$ cat src/rtl/debug_unit_pkg.sv
// Shared definitions for the debug run controller: default sizes, command
// bytes and the sequencer state encoding.
package debug_unit_pkg;

   localparam int unsigned NB_MEM_WIDTH_DEF = 8;
   localparam int unsigned NB_ADDR_DEF      = 32;
   localparam int unsigned IMEM_BYTES_DEF   = 256;
   localparam int unsigned NB_WORD          = 32;
   localparam logic [31:0] HALT_INSTR_DEF   = 32'hFFFF_FFFF;

   // Single-byte commands received from the UART
   localparam logic [7:0] CMD_LOAD     = 8'h4C;  // 'L'
   localparam logic [7:0] CMD_CONT     = 8'h43;  // 'C'
   localparam logic [7:0] CMD_STEP     = 8'h53;  // 'S'
   localparam logic [7:0] CMD_NEXT     = 8'h4E;  // 'N'
   localparam logic [7:0] CMD_RESTART  = 8'h52;  // 'R'

   typedef enum logic [2:0] {
      ST_IDLE       = 3'd0,
      ST_LOAD       = 3'd1,
      ST_READY      = 3'd2,
      ST_RUN        = 3'd3,
      ST_STEP_IDLE  = 3'd4,
      ST_STEP_PULSE = 3'd5,
      ST_DONE       = 3'd6
   } state_t;

endpackage

$ cat src/rtl/debug_run_controller_if.sv
// Bundle between the debug run controller and its environment.
//  slave  : controller side (receives rx stream and halt, drives pipeline
//           controls and the imem byte write port)
//  master : environment side (UART receiver / pipeline / testbench)
// With DBG_CYCLE_COUNT_EN defined the bundle also carries o_cycle_count.
interface debug_run_controller_if #(
   parameter int unsigned NB_MEM_WIDTH = debug_unit_pkg::NB_MEM_WIDTH_DEF,
   parameter int unsigned NB_ADDR      = debug_unit_pkg::NB_ADDR_DEF
) ();

   logic [NB_MEM_WIDTH-1:0] i_rx_data;
   logic                    i_rx_valid;
   logic                    i_halt;
   logic                    o_pc_enable;
   logic                    o_pc_reset;
   logic                    o_ID_stage_reset;
   logic                    o_control_unit_enable;
   logic                    o_imem_write_enable;
   logic [NB_ADDR-1:0]      o_imem_write_addr;
   logic [NB_MEM_WIDTH-1:0] o_imem_write_data;
   logic                    o_done;
`ifdef DBG_CYCLE_COUNT_EN
   logic [31:0]             o_cycle_count;

   modport slave (
      input  i_rx_data, i_rx_valid, i_halt,
      output o_pc_enable, o_pc_reset, o_ID_stage_reset, o_control_unit_enable,
             o_imem_write_enable, o_imem_write_addr, o_imem_write_data, o_done,
             o_cycle_count
   );
   modport master (
      output i_rx_data, i_rx_valid, i_halt,
      input  o_pc_enable, o_pc_reset, o_ID_stage_reset, o_control_unit_enable,
             o_imem_write_enable, o_imem_write_addr, o_imem_write_data, o_done,
             o_cycle_count
   );
`else
   modport slave (
      input  i_rx_data, i_rx_valid, i_halt,
      output o_pc_enable, o_pc_reset, o_ID_stage_reset, o_control_unit_enable,
             o_imem_write_enable, o_imem_write_addr, o_imem_write_data, o_done
   );
   modport master (
      output i_rx_data, i_rx_valid, i_halt,
      input  o_pc_enable, o_pc_reset, o_ID_stage_reset, o_control_unit_enable,
             o_imem_write_enable, o_imem_write_addr, o_imem_write_data, o_done
   );
`endif

endinterface

$ cat src/rtl/imem_byte_loader.sv
// Instruction-memory byte loader: registers each accepted byte onto the imem
// write port (one-cycle latency), advances the byte address without wrapping,
// assembles bytes MSB-first into words and flags the end of the load.
//  i_clock, i_reset   clock, synchronous active-high reset
//  i_clear            restart addressing and word assembly at byte 0
//  i_byte_valid       byte accepted this cycle
//  i_byte             byte value
//  o_write_enable/o_write_addr/o_write_data   registered imem write port
//  o_load_done_c      combinational: accepted byte completes the load
module imem_byte_loader
   import debug_unit_pkg::*;
#(
   parameter int unsigned NB_MEM_WIDTH = NB_MEM_WIDTH_DEF,
   parameter int unsigned NB_ADDR      = NB_ADDR_DEF,
   parameter int unsigned IMEM_BYTES   = IMEM_BYTES_DEF,
   parameter logic [31:0] HALT_INSTR   = HALT_INSTR_DEF
) (
   input  logic                    i_clock,
   input  logic                    i_reset,
   input  logic                    i_clear,
   input  logic                    i_byte_valid,
   input  logic [NB_MEM_WIDTH-1:0] i_byte,
   output logic                    o_write_enable,
   output logic [NB_ADDR-1:0]      o_write_addr,
   output logic [NB_MEM_WIDTH-1:0] o_write_data,
   output logic                    o_load_done_c
);

   localparam int unsigned WORD_BEATS = NB_WORD / NB_MEM_WIDTH;
   localparam int unsigned NB_BEAT    = $clog2(WORD_BEATS);

   logic [NB_ADDR-1:0]              r_ptr;
   logic [NB_BEAT-1:0]              r_beat;
   logic [NB_WORD-NB_MEM_WIDTH-1:0] r_word;
   logic                            r_we;
   logic [NB_ADDR-1:0]              r_addr;
   logic [NB_MEM_WIDTH-1:0]         r_data;

   logic [NB_WORD-1:0] w_word;
   logic               w_last_beat;
   logic               w_full;

   // Word as it stands once the incoming byte is shifted in
   assign w_word      = {r_word, i_byte};
   assign w_last_beat = (r_beat == NB_BEAT'(WORD_BEATS - 1));
   assign w_full      = (r_ptr == NB_ADDR'(IMEM_BYTES - 1));

   assign o_load_done_c = i_byte_valid && ((w_last_beat && (w_word == HALT_INSTR)) || w_full);

   // Write port, address pointer and word assembly
   always_ff @(posedge i_clock) begin
      if (i_reset || i_clear) begin
         r_ptr  <= '0;
         r_beat <= '0;
         r_word <= '0;
         r_we   <= 1'b0;
         r_addr <= '0;
         r_data <= '0;
      end else begin
         r_we <= i_byte_valid;
         if (i_byte_valid) begin
            r_addr <= r_ptr;
            r_data <= i_byte;
            r_word <= w_word[NB_WORD-NB_MEM_WIDTH-1:0];
            r_beat <= w_last_beat ? '0 : r_beat + NB_BEAT'(1);
            // Pointer parks on the last byte; the FSM leaves LOAD at that write
            r_ptr  <= w_full ? r_ptr : r_ptr + NB_ADDR'(1);
         end
      end
   end

   assign o_write_enable = r_we;
   assign o_write_addr   = r_addr;
   assign o_write_data   = r_data;

endmodule

$ cat src/rtl/debug_run_controller.sv
// Debug run controller: sequences program load from the UART byte stream
// into instruction memory, then runs the MIPS pipeline continuously or one
// PC advance per 'N' command, and reports completion on HALT.
//  i_clock, i_reset   clock, synchronous active-high reset
//  io_bus (slave)     rx byte stream, halt level, pipeline controls,
//                     imem byte write port, done flag
// Optional: DBG_CYCLE_COUNT_EN adds o_cycle_count (advance-cycle counter).
module debug_run_controller
   import debug_unit_pkg::*;
#(
   parameter int unsigned NB_MEM_WIDTH = NB_MEM_WIDTH_DEF,
   parameter int unsigned NB_ADDR      = NB_ADDR_DEF,
   parameter int unsigned IMEM_BYTES   = IMEM_BYTES_DEF,
   parameter logic [31:0] HALT_INSTR   = HALT_INSTR_DEF
) (
   input  logic                  i_clock,
   input  logic                  i_reset,
   debug_run_controller_if.slave io_bus
);

   state_t r_state;
   logic   r_pc_enable;
   logic   r_pc_reset;
   logic   r_id_reset;
   logic   r_cu_enable;
   logic   r_done;

   logic                    w_rx_valid;
   logic [NB_MEM_WIDTH-1:0] w_cmd;
   logic                    w_halt;
   logic                    w_load_strobe;
   logic                    w_loader_clear;
   logic                    w_ready_go;
   logic                    w_restart;
   logic                    w_load_done;
   logic                    w_we;
   logic [NB_ADDR-1:0]      w_addr;
   logic [NB_MEM_WIDTH-1:0] w_data;

   assign w_rx_valid     = io_bus.i_rx_valid;
   assign w_cmd          = io_bus.i_rx_data;
   assign w_halt         = io_bus.i_halt;
   assign w_load_strobe  = (r_state == ST_LOAD) && w_rx_valid;
   assign w_restart      = (r_state == ST_DONE) && w_rx_valid && (w_cmd == CMD_RESTART);
   assign w_loader_clear = ((r_state == ST_IDLE) && w_rx_valid && (w_cmd == CMD_LOAD)) || w_restart;
   assign w_ready_go     = (r_state == ST_READY) && w_rx_valid &&
                           ((w_cmd == CMD_CONT) || (w_cmd == CMD_STEP));

   imem_byte_loader #(
      .NB_MEM_WIDTH (NB_MEM_WIDTH),
      .NB_ADDR      (NB_ADDR),
      .IMEM_BYTES   (IMEM_BYTES),
      .HALT_INSTR   (HALT_INSTR)
   ) u_loader (
      .i_clock        (i_clock),
      .i_reset        (i_reset),
      .i_clear        (w_loader_clear),
      .i_byte_valid   (w_load_strobe),
      .i_byte         (w_cmd),
      .o_write_enable (w_we),
      .o_write_addr   (w_addr),
      .o_write_data   (w_data),
      .o_load_done_c  (w_load_done)
   );

   // Sequencer; halt is checked ahead of rx so it wins when both arrive
   always_ff @(posedge i_clock) begin
      if (i_reset) begin
         r_state     <= ST_IDLE;
         r_pc_enable <= 1'b0;
         r_pc_reset  <= 1'b1;
         r_id_reset  <= 1'b1;
         r_cu_enable <= 1'b0;
         r_done      <= 1'b0;
      end else begin
         case (r_state)
            ST_IDLE: begin
               if (w_rx_valid && (w_cmd == CMD_LOAD)) r_state <= ST_LOAD;
            end
            ST_LOAD: begin
               if (w_load_done) r_state <= ST_READY;
            end
            ST_READY: begin
               if (w_ready_go) begin
                  r_state     <= (w_cmd == CMD_CONT) ? ST_RUN : ST_STEP_IDLE;
                  r_pc_enable <= (w_cmd == CMD_CONT);
                  r_pc_reset  <= 1'b0;
                  r_id_reset  <= 1'b0;
                  r_cu_enable <= 1'b1;
               end
            end
            ST_RUN: begin
               if (w_halt) begin
                  r_state     <= ST_DONE;
                  r_pc_enable <= 1'b0;
                  r_cu_enable <= 1'b0;
                  r_done      <= 1'b1;
               end
            end
            ST_STEP_IDLE: begin
               if (w_halt) begin
                  r_state     <= ST_DONE;
                  r_cu_enable <= 1'b0;
                  r_done      <= 1'b1;
               end else if (w_rx_valid && (w_cmd == CMD_NEXT)) begin
                  r_state     <= ST_STEP_PULSE;
                  r_pc_enable <= 1'b1;
               end
            end
            ST_STEP_PULSE: begin
               // Any rx byte arriving during the pulse is dropped
               r_pc_enable <= 1'b0;
               if (w_halt) begin
                  r_state     <= ST_DONE;
                  r_cu_enable <= 1'b0;
                  r_done      <= 1'b1;
               end else begin
                  r_state <= ST_STEP_IDLE;
               end
            end
            ST_DONE: begin
               if (w_restart) begin
                  r_state    <= ST_IDLE;
                  r_pc_reset <= 1'b1;
                  r_id_reset <= 1'b1;
                  r_done     <= 1'b0;
               end
            end
            default: begin
               r_state     <= ST_IDLE;
               r_pc_enable <= 1'b0;
               r_pc_reset  <= 1'b1;
               r_id_reset  <= 1'b1;
               r_cu_enable <= 1'b0;
               r_done      <= 1'b0;
            end
         endcase
      end
   end

   assign io_bus.o_pc_enable           = r_pc_enable;
   assign io_bus.o_pc_reset            = r_pc_reset;
   assign io_bus.o_ID_stage_reset      = r_id_reset;
   assign io_bus.o_control_unit_enable = r_cu_enable;
   assign io_bus.o_done                = r_done;
   assign io_bus.o_imem_write_enable   = w_we;
   assign io_bus.o_imem_write_addr     = w_addr;
   assign io_bus.o_imem_write_data     = w_data;

`ifdef DBG_CYCLE_COUNT_EN
   logic [31:0] r_cycle_count;

   // Counts cycles with the PC advancing; cleared when a run starts, saturating
   always_ff @(posedge i_clock) begin
      if (i_reset || w_ready_go || w_restart) begin
         r_cycle_count <= '0;
      end else if (r_pc_enable && (r_cycle_count != 32'hFFFF_FFFF)) begin
         r_cycle_count <= r_cycle_count + 32'd1;
      end
   end

   assign io_bus.o_cycle_count = r_cycle_count;
`endif

endmodule

$ cat src/flat_wrapper.sv
// flat-port wrapper written by rule: the top's interface ports become plain ports
module debug_run_controller_flat import debug_unit_pkg::*;
#(
   parameter int unsigned NB_MEM_WIDTH = NB_MEM_WIDTH_DEF,
   parameter int unsigned NB_ADDR      = NB_ADDR_DEF,
   parameter int unsigned IMEM_BYTES   = IMEM_BYTES_DEF,
   parameter logic [31:0] HALT_INSTR   = HALT_INSTR_DEF
)
  (i_clock, i_reset, io_bus_i_rx_data, io_bus_i_rx_valid, io_bus_i_halt, io_bus_o_pc_enable, io_bus_o_pc_reset, io_bus_o_ID_stage_reset, io_bus_o_control_unit_enable, io_bus_o_imem_write_enable, io_bus_o_imem_write_addr, io_bus_o_imem_write_data, io_bus_o_done);
  debug_run_controller_if #(.NB_MEM_WIDTH(NB_MEM_WIDTH), .NB_ADDR(NB_ADDR)) io_bus_i ();
  input  logic i_clock;
  input  logic i_reset;
  input wire logic [$bits(io_bus_i.i_rx_data)-1:0] io_bus_i_rx_data;
  input wire logic [$bits(io_bus_i.i_rx_valid)-1:0] io_bus_i_rx_valid;
  input wire logic [$bits(io_bus_i.i_halt)-1:0] io_bus_i_halt;
  output wire logic [$bits(io_bus_i.o_pc_enable)-1:0] io_bus_o_pc_enable;
  output wire logic [$bits(io_bus_i.o_pc_reset)-1:0] io_bus_o_pc_reset;
  output wire logic [$bits(io_bus_i.o_ID_stage_reset)-1:0] io_bus_o_ID_stage_reset;
  output wire logic [$bits(io_bus_i.o_control_unit_enable)-1:0] io_bus_o_control_unit_enable;
  output wire logic [$bits(io_bus_i.o_imem_write_enable)-1:0] io_bus_o_imem_write_enable;
  output wire logic [$bits(io_bus_i.o_imem_write_addr)-1:0] io_bus_o_imem_write_addr;
  output wire logic [$bits(io_bus_i.o_imem_write_data)-1:0] io_bus_o_imem_write_data;
  output wire logic [$bits(io_bus_i.o_done)-1:0] io_bus_o_done;
  assign io_bus_i.i_rx_data = io_bus_i_rx_data;
  assign io_bus_i.i_rx_valid = io_bus_i_rx_valid;
  assign io_bus_i.i_halt = io_bus_i_halt;
  assign io_bus_o_pc_enable = io_bus_i.o_pc_enable;
  assign io_bus_o_pc_reset = io_bus_i.o_pc_reset;
  assign io_bus_o_ID_stage_reset = io_bus_i.o_ID_stage_reset;
  assign io_bus_o_control_unit_enable = io_bus_i.o_control_unit_enable;
  assign io_bus_o_imem_write_enable = io_bus_i.o_imem_write_enable;
  assign io_bus_o_imem_write_addr = io_bus_i.o_imem_write_addr;
  assign io_bus_o_imem_write_data = io_bus_i.o_imem_write_data;
  assign io_bus_o_done = io_bus_i.o_done;
  debug_run_controller #(.NB_MEM_WIDTH(NB_MEM_WIDTH), .NB_ADDR(NB_ADDR), .IMEM_BYTES(IMEM_BYTES), .HALT_INSTR(HALT_INSTR)) u_core (.i_clock(i_clock), .i_reset(i_reset), .io_bus(io_bus_i));
endmodule
$ cat config.mk
export PLATFORM = sky130hd
export DESIGN_NAME = debug_run_controller_flat
export DESIGN_NICKNAME = d
export VERILOG_FILES = /design/src/rtl/debug_unit_pkg.sv /design/src/rtl/debug_run_controller_if.sv /design/src/rtl/imem_byte_loader.sv /design/src/rtl/debug_run_controller.sv /design/src/flat_wrapper.sv
export SDC_FILE = /design/constraint.sdc
export NUM_CORES = 1
export LEC_CHECK = 0
export BUFFER_PORTS_ARGS = -buffer_cell sky130_fd_sc_hd__buf_2
export CAP_MARGIN = 5
export CORE_AREA = 2 2 91 93
export CTS_CLUSTER_SIZE = 14
export DETAILED_ROUTE_END_ITERATION = 7
export DIE_AREA = 0 0 93 95
export PLACE_DENSITY = 0.77
export REMOVE_ABC_BUFFERS = 1
export SYNTH_ARGS = -nofsm -noshare
export SYNTH_HDL_FRONTEND = slang
export SYNTH_SLANG_ARGS = --single-unit
$ cat constraint.sdc
create_clock -name i_clock -period 2.6 [get_ports i_clock]
set_clock_uncertainty 0.2 [all_clocks]
set_input_delay 0.13 -clock i_clock [delete_from_list [all_inputs] [get_ports i_clock]]
set_output_delay 0.13 -clock i_clock [all_outputs]
set_load 0.02 [all_outputs]
Word level (Yosys, flattened, before mapping) --
Cells that the tools add are included.
Cells by class: $add $sub $neg 2, bitwise logic cells 4, equality and inequality tests 23, reductions and logical operators 26, mux-type cells 24
Operators by type and width (count):
- $eq A8 B7 Y1 const B | 5
- $add A32 B1 Y32 const B | 1
- $eq A32 B32 Y1 const B | 1
- $eq A32 B8 Y1 const B | 1
- $mux W3 | 8
- $pmux W3 S7 | 1
- $logic_and A1 B1 Y1 | 11
- $eq A3 B3 Y1 const B | 3
- $mux W1 | 9
- $pmux W1 S3 | 3
- $reduce_and A3 Y1 | 3
- $reduce_or A3 Y1 | 3
- $ne A2 B1 Y1 const B | 4
- $ne A2 B2 Y1 const B | 4
- $eq A3 B2 Y1 const B | 2
- $reduce_and A6 Y1 | 1
- $reduce_and A5 Y1 | 1
- $reduce_or A5 Y1 | 1
- $logic_or A1 B1 Y1 | 4
- $mux W2 | 2
- $not A1 Y1 | 4
- $pmux W1 S4 | 1
- $eq A3 B1 Y1 const B | 1
- $logic_not A3 Y1 | 1
- other kinds (4) | 4
Word-level totals: bits in registers 106, word-level logic and storage cells 90

Longest topological paths before layout --
Gate-level depths: netlist of the first run.
depth in word-level cells 6, depth in mapped cells 8, gate-level depth less buffers 6

Modules after synthesis --
From an unflattened synthesis of the first run, not the netlist that was laid out.
Unflattened totals: cell total of the unflattened synthesis 477, area, all modules 4366.7 µm²
By module, submodules not included:
- imem_byte_loader | area each 3777.4 µm², cells an instance 403, sequential area each 1821.7 µm², instances 1
- debug_run_controller | area each 589.3 µm², cells an instance 74, sequential area each 140.1 µm², instances 1

Worst setup path before layout of the first run --
Ideal clock, no wire load.
path kind reg2reg, from register u_core.r_state[1], to register u_core.u_loader.r_ptr[26], stages on the path, launching flop included 8, clock period less this slack 2057 ps, setup slack 543 ps, library setup time 115 ps, path buffers 2, arrival 1742 ps, path through dfxtp_1 buf_2 and4bb_2 nand3_1 or3_1 buf_2 o31a_1 o21a_1
Between the ends: longest elaborated chain between the ends 5
RTL lines:
- start, declared | RTL line debug_run_controller.sv:21 | state_t r_state;
- start signal, assigned | RTL line debug_run_controller.sv:85 | r_state <= (w_cmd == CMD_CONT) ? ST_RUN : ST_STEP_IDLE;
- $eq A3 B3 Y1 or $logic_not A3 Y1 (tied branches) | RTL line debug_run_controller.sv:44, debug_run_controller.sv:45
- $logic_and A1 B1 Y1 (on tied branches) (2 in series) | RTL line debug_run_controller.sv:44, debug_run_controller.sv:45
- $logic_or A1 B1 Y1 | RTL line debug_run_controller.sv:45 | assign w_loader_clear = ((r_state == ST_IDLE) && w_rx_valid && (w_cmd == CMD_LOAD)) || w_restart;
- $logic_or A1 B1 Y1 | RTL line imem_byte_loader.sv:52 | if (i_reset || i_clear) begin
- end signal, assigned | RTL line imem_byte_loader.sv:67 | r_ptr <= w_full ? r_ptr : r_ptr + NB_ADDR'(1);
- end, declared | RTL line imem_byte_loader.sv:32 | logic [NB_ADDR-1:0] r_ptr;
Several ways; a longest one is shown, not always the timed one. A chain may end at the register's enable or synchronous reset.

Worst setup path after layout of the first run --
from input io_bus_i_rx_data[2], to register u_core.u_loader.r_ptr[27]
Between the ends: longest elaborated chain between the ends 4
RTL lines:
- start, declared | RTL line flat_wrapper.sv:13 | input wire logic [$bits(io_bus_i.i_rx_data)-1:0] io_bus_i_rx_data;
- $eq A8 B7 Y1 (on tied branches) | RTL line debug_run_controller.sv:45, debug_run_controller.sv:44
- $logic_and A1 B1 Y1 (on tied branches) | RTL line debug_run_controller.sv:45, debug_run_controller.sv:44
- $logic_or A1 B1 Y1 (*) | RTL line debug_run_controller.sv:45
- $logic_or A1 B1 Y1 (*) | RTL line imem_byte_loader.sv:52
Every way passes the cells marked *; elsewhere a longest branch is shown, timed or not.

==> flow_metrics.env, run 1 <==
export IMPL_dpl_cell_count=673
export IMPL_critical_path_class="primary input to flip-flop"
export IMPL_clockBufferDepth=2
export IMPL_synthesis_area_um2=4329
export IMPL_synth_distinct_cells=49
export IMPL_worst_slew_pin_slew_ns=0.5548
export IMPL_setup_violations=0
export IMPL_max_freq_ghz=0.4306
export IMPL_wl_um=9433
export IMPL_synthArstFlopShare_pct=0
export IMPL_chipWidth_um=93
export IMPL_grt_pass1_vias=3513
export IMPL_worst_ir_drop_vdd_mv=0.3104
export IMPL_multiInputGateArea_um2=2126
export IMPL_netlist_instances=544
export IMPL_maxSlewViolCount=0
export IMPL_final_setup_worst_slack_ns=0.2775
export IMPL_final_cells=698
export IMPL_clkSlewWorstSetupHoldPaths_ns=0.10
export IMPL_maxSlewHeadroom_pct=62.67
export IMPL_yosysMostFrequentCell="nand2_1"
export IMPL_p_per_area_nw_per_um2=526.2
export IMPL_cts_resized=0
export IMPL_cp_max_fo=25
export IMPL_synth_top_cell_by_area="dfxtp_1"
export IMPL_worstSetupStartpointType="primary input"
export IMPL_crit_required_ns=2.66
export IMPL_clk_latency_ns=0.37
export IMPL_cts_sinks=98
export IMPL_root_buffer="clkbuf_8"
export IMPL_total_leakage_power_uw=0.001798
export IMPL_worstPathCellList="dlygate4sd3_1, buf_2, or4bb_1, o22ai_1, a21o_2, buf_12, nor2_1"
export IMPL_drc=0
export IMPL_grt_max_degree=51
export IMPL_ios=58
export IMPL_period_share_pct=89.33
export IMPL_avgSynthCellArea_um2=7.958
export IMPL_slowest_stage="dlygate4sd3_1"
export IMPL_final_nets=602
export IMPL_grt_pass1_wl_um=15780
export IMPL_worstPathArrival_ns=2.38
export IMPL_synthTopCellsByCount="130 x nand2_1, 98 x dfxtp_1, 74 x a21oi_1, 28 x nor2_1, 24 x clkbuf_1"
export IMPL_drtAntennaViolNets=0
export IMPL_num_fill_cells=711
export IMPL_rows=33
export IMPL_placed_cell_area_um2=4658
export IMPL_rsz0062_at_grt="no"
export IMPL_globalRouteOverflowTotal=0
export IMPL_core_region_area_um2=7928
export IMPL_routed_via_density=5.590
export IMPL_seq_area_um2=1962
export IMPL_hold_viol=0
export IMPL_hold_class="primary input to flip-flop"
export IMPL_num_vias=3902
export IMPL_fin_crit_ns=2.322
export IMPL_dp_hpwl_um=6626
export IMPL_antenna_found_initial=0
export IMPL_cts_setup_buffers=0
export IMPL_maxCapViolations=0
export IMPL_cts_tree="done"
export IMPL_hold_buffers=9
export IMPL_gp_congestion=0.8872
export IMPL_post_place_ws_ns=0.3414
export IMPL_grt_util_all_layers_pct=21.73
export IMPL_cts_buffers=9
export IMPL_slowest_delay_ns=0.54
export IMPL_drive_gt1_share_pct=15.85
export IMPL_die_height_um=95
export IMPL_synthTopCellsByArea="dfxtp_1 45%, nand2_1 11%, a21oi_1 8.6%, nand4_1 2.6%, nor4_1 2.6%"
export IMPL_synth_flop_cell="dfxtp_1"
export IMPL_htree_levels=3
export IMPL_area_growth_pct=14.08
export IMPL_post_route_cell_area_um2=4938
export IMPL_synth_edf_count=0
export IMPL_power_uw=2599
export IMPL_synth_top_cell_area_share_pct=45.32
export IMPL_first_iter_violations=225
export IMPL_diodes=0
export IMPL_start_util_pct=54.61
export IMPL_wl_per_cell_um=13.51
export IMPL_status="complete, no violations"
export IMPL_drt_first_pass_iters=4
export IMPL_dieArea_um2=8835
export IMPL_ys_seq_area_share_pct=45.32
export IMPL_port_buffers=57
export IMPL_end_kind="flip-flop"
export IMPL_ys_ff_latch=98
export IMPL_fin_util_pct=62.29
export IMPL_yosys_warnings=0
-- layer usage --
metal | GRT usage (%) | part of all wire, % | vias to the layer above
met1 | 28.64 | 47 | 1796
met5 | 0 | 0 | -
li1 | - | - | 1989
met2 | 35.99 | 47 | 106
met3 | 3.272 | 4.5 | 11
met4 | 8.578 | 1.5 | 0
-- logic make-up (layout without fill, tap and decap cells) --
group | Yosys count | count (layout) | synth area share (%)
adder cells (fa/ha/maj) | 2 | 2 | 0.5779
AO/OA/AOI/OAI | 116 | 116 | 15.17
multiplexers | 2 | 2 | 0.4624
AND/OR/NAND/NOR | 258 | 258 | 29.22
buffers and inverters | 50 | 99 | 5.607
flip-flops | 98 | 98 | 45.32
XOR/XNOR | 18 | 18 | 3.642
-- worst max-delay path, delay by kind of cell --
kind | cells | cell delay [ns]
buffers and inverters | 3 | 0.92
AO/OA/AOI/OAI | 2 | 0.74
AND/OR/NAND/NOR | 2 | 0.58
-- power by group --
group / switching [µW] / internal, µW
Sequential: 4.44 / 1510
Combinational: 84.3 / 51.0
Clock: 578 / 375
-- registers in the layout, summed over array words and instances, names as in the netlist --
signal	count
u_core.u_loader.o_write_enable	1
u_core.u_loader.r_ptr	32
u_core.io_bus.o_control_unit_enable	1
u_core.u_loader.r_word	24
u_core.io_bus.o_pc_reset	1
u_core.r_state	3
u_core.u_loader.r_beat	2
u_core.u_loader.o_write_addr	32
u_core.io_bus.o_done	1
u_core.io_bus.o_pc_enable	1
-- placed cells by master, fill, tap and decap left out, types with 10 or more instances in the layout --
cell,n
nor4_1,18
buf_2,57
nand2_1,130
xor2_1,10
o21ai_0,16
a21oi_1,74
nand4_1,18
or3_1,12
nor2_1,28
dfxtp_1,98
buf_4,11
nand3_1,12
-- per-stage QoR --
step | hold WS (ns) | TNS (ns)
after detailed placement | 0.2100 | 0
after CTS | 0.01116 | 0
after global routing | 0.03181 | 0
final | 0.02604 | 0
after global placement | 0.2065 | 0
after floorplan | -0.0009342 | -21.28
-- path summary, 6_finish.rpt --
path / from / cells after the start / to / slack (ns)
max: io_bus_i_rx_data[2] / 7 / u_core.u_loader.r_ptr[27]$_SDFFE_PP0P_ / 0.28
min: io_bus_i_rx_valid / 3 / u_core.r_state[0]$_SDFFE_PP0P_ / 0.03
max reg2reg: u_core.u_loader.r_ptr[0]$_SDFFE_PP0P_ / 5 / u_core.u_loader.r_ptr[26]$_SDFFE_PP0P_ / 0.34
min reg2reg: u_core.u_loader.o_write_addr[14]$_SDFFE_PP0P_ / 2 / u_core.u_loader.o_write_addr[14]$_SDFFE_PP0P_ / 0.26
-- area by class of cell --
class | instances | area share, %
well taps | 105 | 2.660
repair buffers | 80 | 10.49
clock buffers | 9 | 2.508
flip-flops and latches | 98 | 39.73
clock inverters | 7 | 1.343
multi-input cells | 396 | 43.05
inverters | 3 | 0.2280
(Power assumes the default switching activity.)
==> inputs of run 2 (changes only) <==
==> constraint.sdc (replaced) <==
create_clock -name i_clock -period 2.6 [get_ports i_clock]
set_clock_uncertainty 0.2 [all_clocks]
set_input_delay 0.26 -clock i_clock [delete_from_list [all_inputs] [get_ports i_clock]]
set_output_delay 0.26 -clock i_clock [all_outputs]
set_load 0.02 [all_outputs]
==> run 2 against run 1 <==
Effect of this change:
- fmax decreased by 2.7%
- combinational power decreased by 4%
- global-route usage increased by 0.52 points
- sequential share of layout area is 0.55 points higher
- critical path depth grew 1
- design area fell by 1.4%
- register-to-register slack gained 0.03 ns
- first-iteration DRC count rose by 3.6%
- critical path type unchanged
- largest cell class unchanged
==> flow_metrics.env, run 2 (synthesis gave the netlist of run 1 again) <==
export IMPL_r2r_cells=5
export IMPL_maxCapViolations=0
export IMPL_rows=33
export IMPL_cts_setup_buffers=0
export IMPL_period_share_pct=91.79
export IMPL_worstPathArrival_ns=2.43
export IMPL_cts_sinks=98
export IMPL_start_util_pct=54.61
export IMPL_power_uw=2541
export IMPL_clkSlewWorstSetupHoldPaths_ns=0.09
export IMPL_clockBufferDepth=2
export IMPL_gr_usage_met1_pct=29.52
export IMPL_layout_commonest_cell="nand2_1"
export IMPL_diodes=0
export IMPL_port_buffers=57
export IMPL_total_leakage_power_uw=0.001765
export IMPL_cts_tree="done"
export IMPL_htree_levels=3
export IMPL_use_met3_pct=5.427
export IMPL_min_from="io_bus_i_rx_valid"
export IMPL_whs_endpoint="u_core.r_state[1]$_SDFFE_PP0P_"
export IMPL_core_region_area_um2=7928
export IMPL_clk_latency_ns=0.36
export IMPL_crit_required_ns=2.65
export IMPL_ios=58
export IMPL_post_route_cell_area_um2=4871
export IMPL_grt_max_degree=58
export IMPL_die_height_um=95
export IMPL_final_cells=694
export IMPL_p_per_area_nw_per_um2=521.6
export IMPL_routed_via_density=5.722
export IMPL_wl_um=9537
export IMPL_final_cell_mix="130 x nand2_1, 98 x dfxtp_1, 74 x a21oi_1"
export IMPL_cts_buffers=9
export IMPL_final_setup_worst_slack_ns=0.2133
export IMPL_use_met2_pct=36.71
export IMPL_antenna_found_initial=0
export IMPL_busiest_layer="met2"
export IMPL_grt_util_all_layers_pct=22.25
export IMPL_grt_pass1_vias=3573
export IMPL_max_freq_ghz=0.4190
export IMPL_dpl_cell_count=669
export IMPL_worst_slew_pin_slew_ns=0.5809
export IMPL_r2r_slack_ns=0.37
export IMPL_rr_endpoint="u_core.u_loader.r_ptr[26]$_SDFFE_PP0P_"
export IMPL_worstSetupStartpointType="primary input"
export IMPL_worst_ir_drop_vdd_mv=0.3437
export IMPL_post_place_ws_ns=0.3827
export IMPL_drc=0
export IMPL_area_growth_pct=12.51
export IMPL_placed_cell_area_um2=4603
export IMPL_setup_violations=0
export IMPL_rr_startpoint="u_core.u_loader.r_ptr[0]$_SDFFE_PP0P_"
export IMPL_fin_crit_ns=2.387
export IMPL_hold_viol=0
export IMPL_final_nets=598
export IMPL_dp_hpwl_um=6617
export IMPL_whs_ns=0.1432
export IMPL_num_vias=3971
export IMPL_hold_class="primary input to flip-flop"
export IMPL_globalRouteOverflowTotal=0
export IMPL_dieArea_um2=8835
export IMPL_hold_depth=3
export IMPL_maxSlewHeadroom_pct=60.92
export IMPL_maxSlewViolCount=0
export IMPL_drive_gt1_share_pct=15.28
export IMPL_root_buffer="clkbuf_8"
export IMPL_critical_path_class="primary input to flip-flop"
export IMPL_grt_pass1_wl_um=16070
export IMPL_cp_max_fo=33
export IMPL_num_fill_cells=731
export IMPL_first_iter_violations=233
export IMPL_rsz0062_at_grt="no"
export IMPL_drt_first_pass_iters=5
export IMPL_status="complete, no violations"
export IMPL_wl_per_cell_um=13.74
export IMPL_end_kind="flip-flop"
export IMPL_chipWidth_um=93
export IMPL_drtAntennaViolNets=0
export IMPL_gp_congestion=0.8936
-- run 2: cell count changes in the layout (fill, tap and decap cells not counted) --
| cell | before | now |
|---|---|---|
| clkinv_2 | 0 | 2 |
| buf_12 | 3 | 1 |
| inv_6 | 3 | 2 |
| clkinv_4 | 2 | 3 |
| buf_4 | 11 | 9 |
| inv_8 | 2 | 0 |
-- run 2: timing repair --
item | in CTS | in global routing
hold endpoints to repair | 11 | 0
hold buffers | 9 | 0
gates resized for setup | 0 | 0
-- run 2: final cells by class --
cell class | count | area, µm² | area share [%]
clock buffer | 9 | 123.9 | 2.543
clock inverter | 7 | 53.80 | 1.105
inverter | 3 | 11.26 | 0.2312
multi-input combinational | 396 | 2126 | 43.64
sequential | 98 | 1962 | 40.28
tap | 105 | 131.4 | 2.697
timing repair buffer | 76 | 462.9 | 9.504
-- run 2: how the worst max path moves through the flow --
stage / from / endpoint / slack, ns / depth (start not counted)
final: io_bus_i_rx_data[2] / u_core.u_loader.r_ptr[4]$_SDFFE_PP0P_ / 0.21 / 8
after global routing: io_bus_i_rx_data[2] / u_core.u_loader.r_ptr[4]$_SDFFE_PP0P_ / 0.10 / 8
after CTS: io_bus_i_rx_data[2] / u_core.u_loader.r_ptr[4]$_SDFFE_PP0P_ / 0.23 / 8
after detailed placement: u_core.u_loader.r_ptr[0]$_SDFFE_PP0P_ / u_core.u_loader.r_ptr[26]$_SDFFE_PP0P_ / 0.38 / 5
after global placement: io_bus_i_rx_data[2] / u_core.u_loader.r_ptr[4]$_SDFFE_PP0P_ / 0.41 / 7
after floorplan: u_core.r_state[0]$_SDFFE_PP0P_ / u_core.u_loader.r_ptr[26]$_SDFFE_PP0P_ / -0.56 / 5
-- run 2: metal layers --
metal,vias to the layer above,share of wire (%)
met5,-,0
met4,0,0.81
met3,6,5.3
met2,120,47
met1,1866,47
li1,1979,-
-- run 2: power breakdown --
part / internal, µW / switching, µW / leakage, µW
combinational: 44.3 / 84.9 / 0.000882
clock: 357 / 545 / 0.0000939
sequential: 1510 / 4.21 / 0.000789
-- run 2: metrics by stage --
step / setup TNS [ns] / util, %
6_report: 0 / 61.44
5_1_grt: 0 / 61.44
4_1_cts: 0 / 61.44
3_5_place_dp: 0 / 58.07
3_3_place_gp: 0 / 58.07
2_1_floorplan: -21.78 / -
-- run 2: worst max-delay path, stage by stage --
cell and delay (ns):
dlygate4sd3_1 0.53, buf_2 0.15, or4bb_1 0.51, o22ai_1 0.24, a21o_2 0.20, buf_4 0.32, or4_1 0.17, nand2_1 0.05
==> inputs of run 3 (changes only) <==
CORE_AREA = 2 2 135 137   (was 2 2 91 93)
DIE_AREA = 0 0 137 139   (was 0 0 93 95)
PLACE_DENSITY = 0.41   (was 0.77)
clock period = 2.4 ns   (was 2.6 ns; I/O delays follow)
==> run 3 against run 2 <==
Effect of this change:
- global-route usage shrank 9.7 points
- power rose by 26%
- critical endpoint unchanged
- clock-buffer cell count increased by 3
- largest power group unchanged
- sequential power rose by 9%
- first-iteration DRC count grew 1.3%
- clock power grew 59%
- worst setup slack worse by 0.10 ns
- cell count increased by 19%
==> flow_metrics.env, run 3 (synthesis gave the netlist of run 1 again) <==
export IMPL_max_freq_ghz=0.4368
export IMPL_setup_violations=0
export IMPL_grt_util_all_layers_pct=12.55
export IMPL_start_util_pct=24.52
export IMPL_chipWidth_um=137
export IMPL_clockPowerShare_pct=44.5
export IMPL_drt_first_pass_iters=4
export IMPL_num_vias=3926
export IMPL_rsz0062_at_grt="no"
export IMPL_gp_congestion=0.7962
export IMPL_swShare_pct=23.24
export IMPL_root_buffer="clkbuf_16"
export IMPL_critical_path_class="primary input to flip-flop"
export IMPL_port_buffers=57
export IMPL_combPwrFrac_pct=4.6
export IMPL_worstPathArrival_ns=2.32
export IMPL_grt_pass1_vias=3747
export IMPL_first_iter_violations=236
export IMPL_slowest_stage="dlygate4sd3_1"
export IMPL_core_region_area_um2=17660
export IMPL_dp_hpwl_um=8021
export IMPL_cts_buffers=9
export IMPL_hold_viol=0
export IMPL_maxCapViolations=0
export IMPL_grt_pass1_wl_um=19310
export IMPL_dieArea_um2=19040
export IMPL_diodes=0
export IMPL_final_cell_mix="130 x nand2_1, 98 x dfxtp_1, 74 x a21oi_1"
export IMPL_final_nets=607
export IMPL_slowest_delay_ns=0.54
export IMPL_dpl_cell_count=802
export IMPL_worstSetupStartpointType="primary input"
export IMPL_area_growth_pct=20.43
export IMPL_post_route_cell_area_um2=5214
export IMPL_rows=49
export IMPL_htree_levels=3
export IMPL_fin_util_pct=29.53
export IMPL_wl_um=11600
export IMPL_fin_crit_ns=2.289
export IMPL_maxSlewHeadroom_pct=53.58
export IMPL_p_sw_uw=746.9
export IMPL_worst_slew_pin_slew_ns=0.6963
export IMPL_hold_class="primary input to flip-flop"
export IMPL_grt_max_degree=43
export IMPL_p_per_area_nw_per_um2=616.3
export IMPL_worstPathCellList="dlygate4sd3_1, buf_2, or4bb_1, o22ai_2, a21o_2, buf_12, or4_1, nand2_1"
export IMPL_cts_tree="done"
export IMPL_drive_gt1_share_pct=16.72
export IMPL_total_leakage_power_uw=0.001861
export IMPL_p_int_uw=2466
export IMPL_seqPwrFrac_pct=50.9
export IMPL_maxSlewViolCount=0
export IMPL_routed_via_density=4.747
export IMPL_drtAntennaViolNets=0
export IMPL_wl_per_cell_um=14.03
export IMPL_clockBufferDepth=2
export IMPL_placed_cell_area_um2=4826
export IMPL_clkSlewWorstSetupHoldPaths_ns=0.07
export IMPL_drc=0
export IMPL_die_height_um=139
export IMPL_end_kind="flip-flop"
export IMPL_status="complete, no violations"
export IMPL_cts_sinks=98
export IMPL_antenna_found_initial=0
export IMPL_final_cells=827
export IMPL_clk_latency_ns=0.35
export IMPL_worst_ir_drop_vdd_mv=0.3330
export IMPL_finalSetupTns_ns=0
export IMPL_whs_ns=0.1499
export IMPL_globalRouteOverflowTotal=0
export IMPL_ios=58
export IMPL_period_share_pct=95.38
export IMPL_layout_commonest_cell="nand2_1"
export IMPL_crit_required_ns=2.43
export IMPL_cp_max_fo=39
[run 3: changes by cell type in the layout (fill, tap and decap cells not counted)]
cell        before  now
buf_4            9   18
clkbuf_16        0    9
clkbuf_8         9    3
clkinv_4         3    0
clkinvlp_4       0    2
inv_6            2    0
o22ai_1          1    0
o22ai_2          0    1
[run 3: routing by layer]
layer,vias to the layer above,global-route usage [%],part of all wire (%)
met2,76,19.17,45
met5,-,0,0
met4,0,2.767,0.91
li1,2001,-,-
met1,1842,17.58,50
met3,7,3.436,4.7
[run 3: critical path: cells and delay by family]
family / cells / cell delay (ns)
buffers and inverters: 3 / 0.90
and+or+nand+nor: 3 / 0.73
AOI/OAI and AO/OA: 2 / 0.44
[run 3: power by group through the flow]
stage               combinational, µW  sequential [µW]  clock [µW]
CTS                               148             1640        1480
finish                            147             1640        1430
floorplan                        61.3             1680           0
global placement                  135             1670           0
global route                      164             1640        1550
detailed placement                136             1670           0
[run 3: cell type report]
type	count	area [µm²]
clock buffers	12	266.5
inverters	3	11.26
multi-input cells	396	2132
flip-flops and latches	98	1962
repair buffers	85	530.5
fillers	1936	12440
clock inverters	4	25.02
well taps	229	286.5
[run 3: final timing paths]
check / from / end / slack (ns) / cells after the start
worst max-delay path: io_bus_i_rx_data[2] / u_core.u_loader.r_ptr[4]$_SDFFE_PP0P_ / 0.11 / 8
worst min-delay path: io_bus_i_rx_valid / u_core.r_state[0]$_SDFFE_PP0P_ / 0.15 / 3
worst max register to register: u_core.u_loader.r_ptr[0]$_SDFFE_PP0P_ / u_core.u_loader.r_ptr[26]$_SDFFE_PP0P_ / 0.16 / 5
worst min register to register: u_core.u_loader.o_write_addr[29]$_SDFFE_PP0P_ / u_core.u_loader.o_write_addr[29]$_SDFFE_PP0P_ / 0.25 / 2
[run 3: through the flow]
stage	power (µW)	setup WS, ns
finish	3213	0.1108
global route	3348	0.0005198
CTS	3266	0.07477
detailed placement	1809	0.1616
global placement	1808	0.2146
floorplan	1742	-0.7555
[run 3: what timing repair did]
item	CTS	global route
setup endpoints to repair	0	21
setup buffers	0	0
hold endpoints to repair	11	0
resized for setup	0	1
hold buffers	9	0
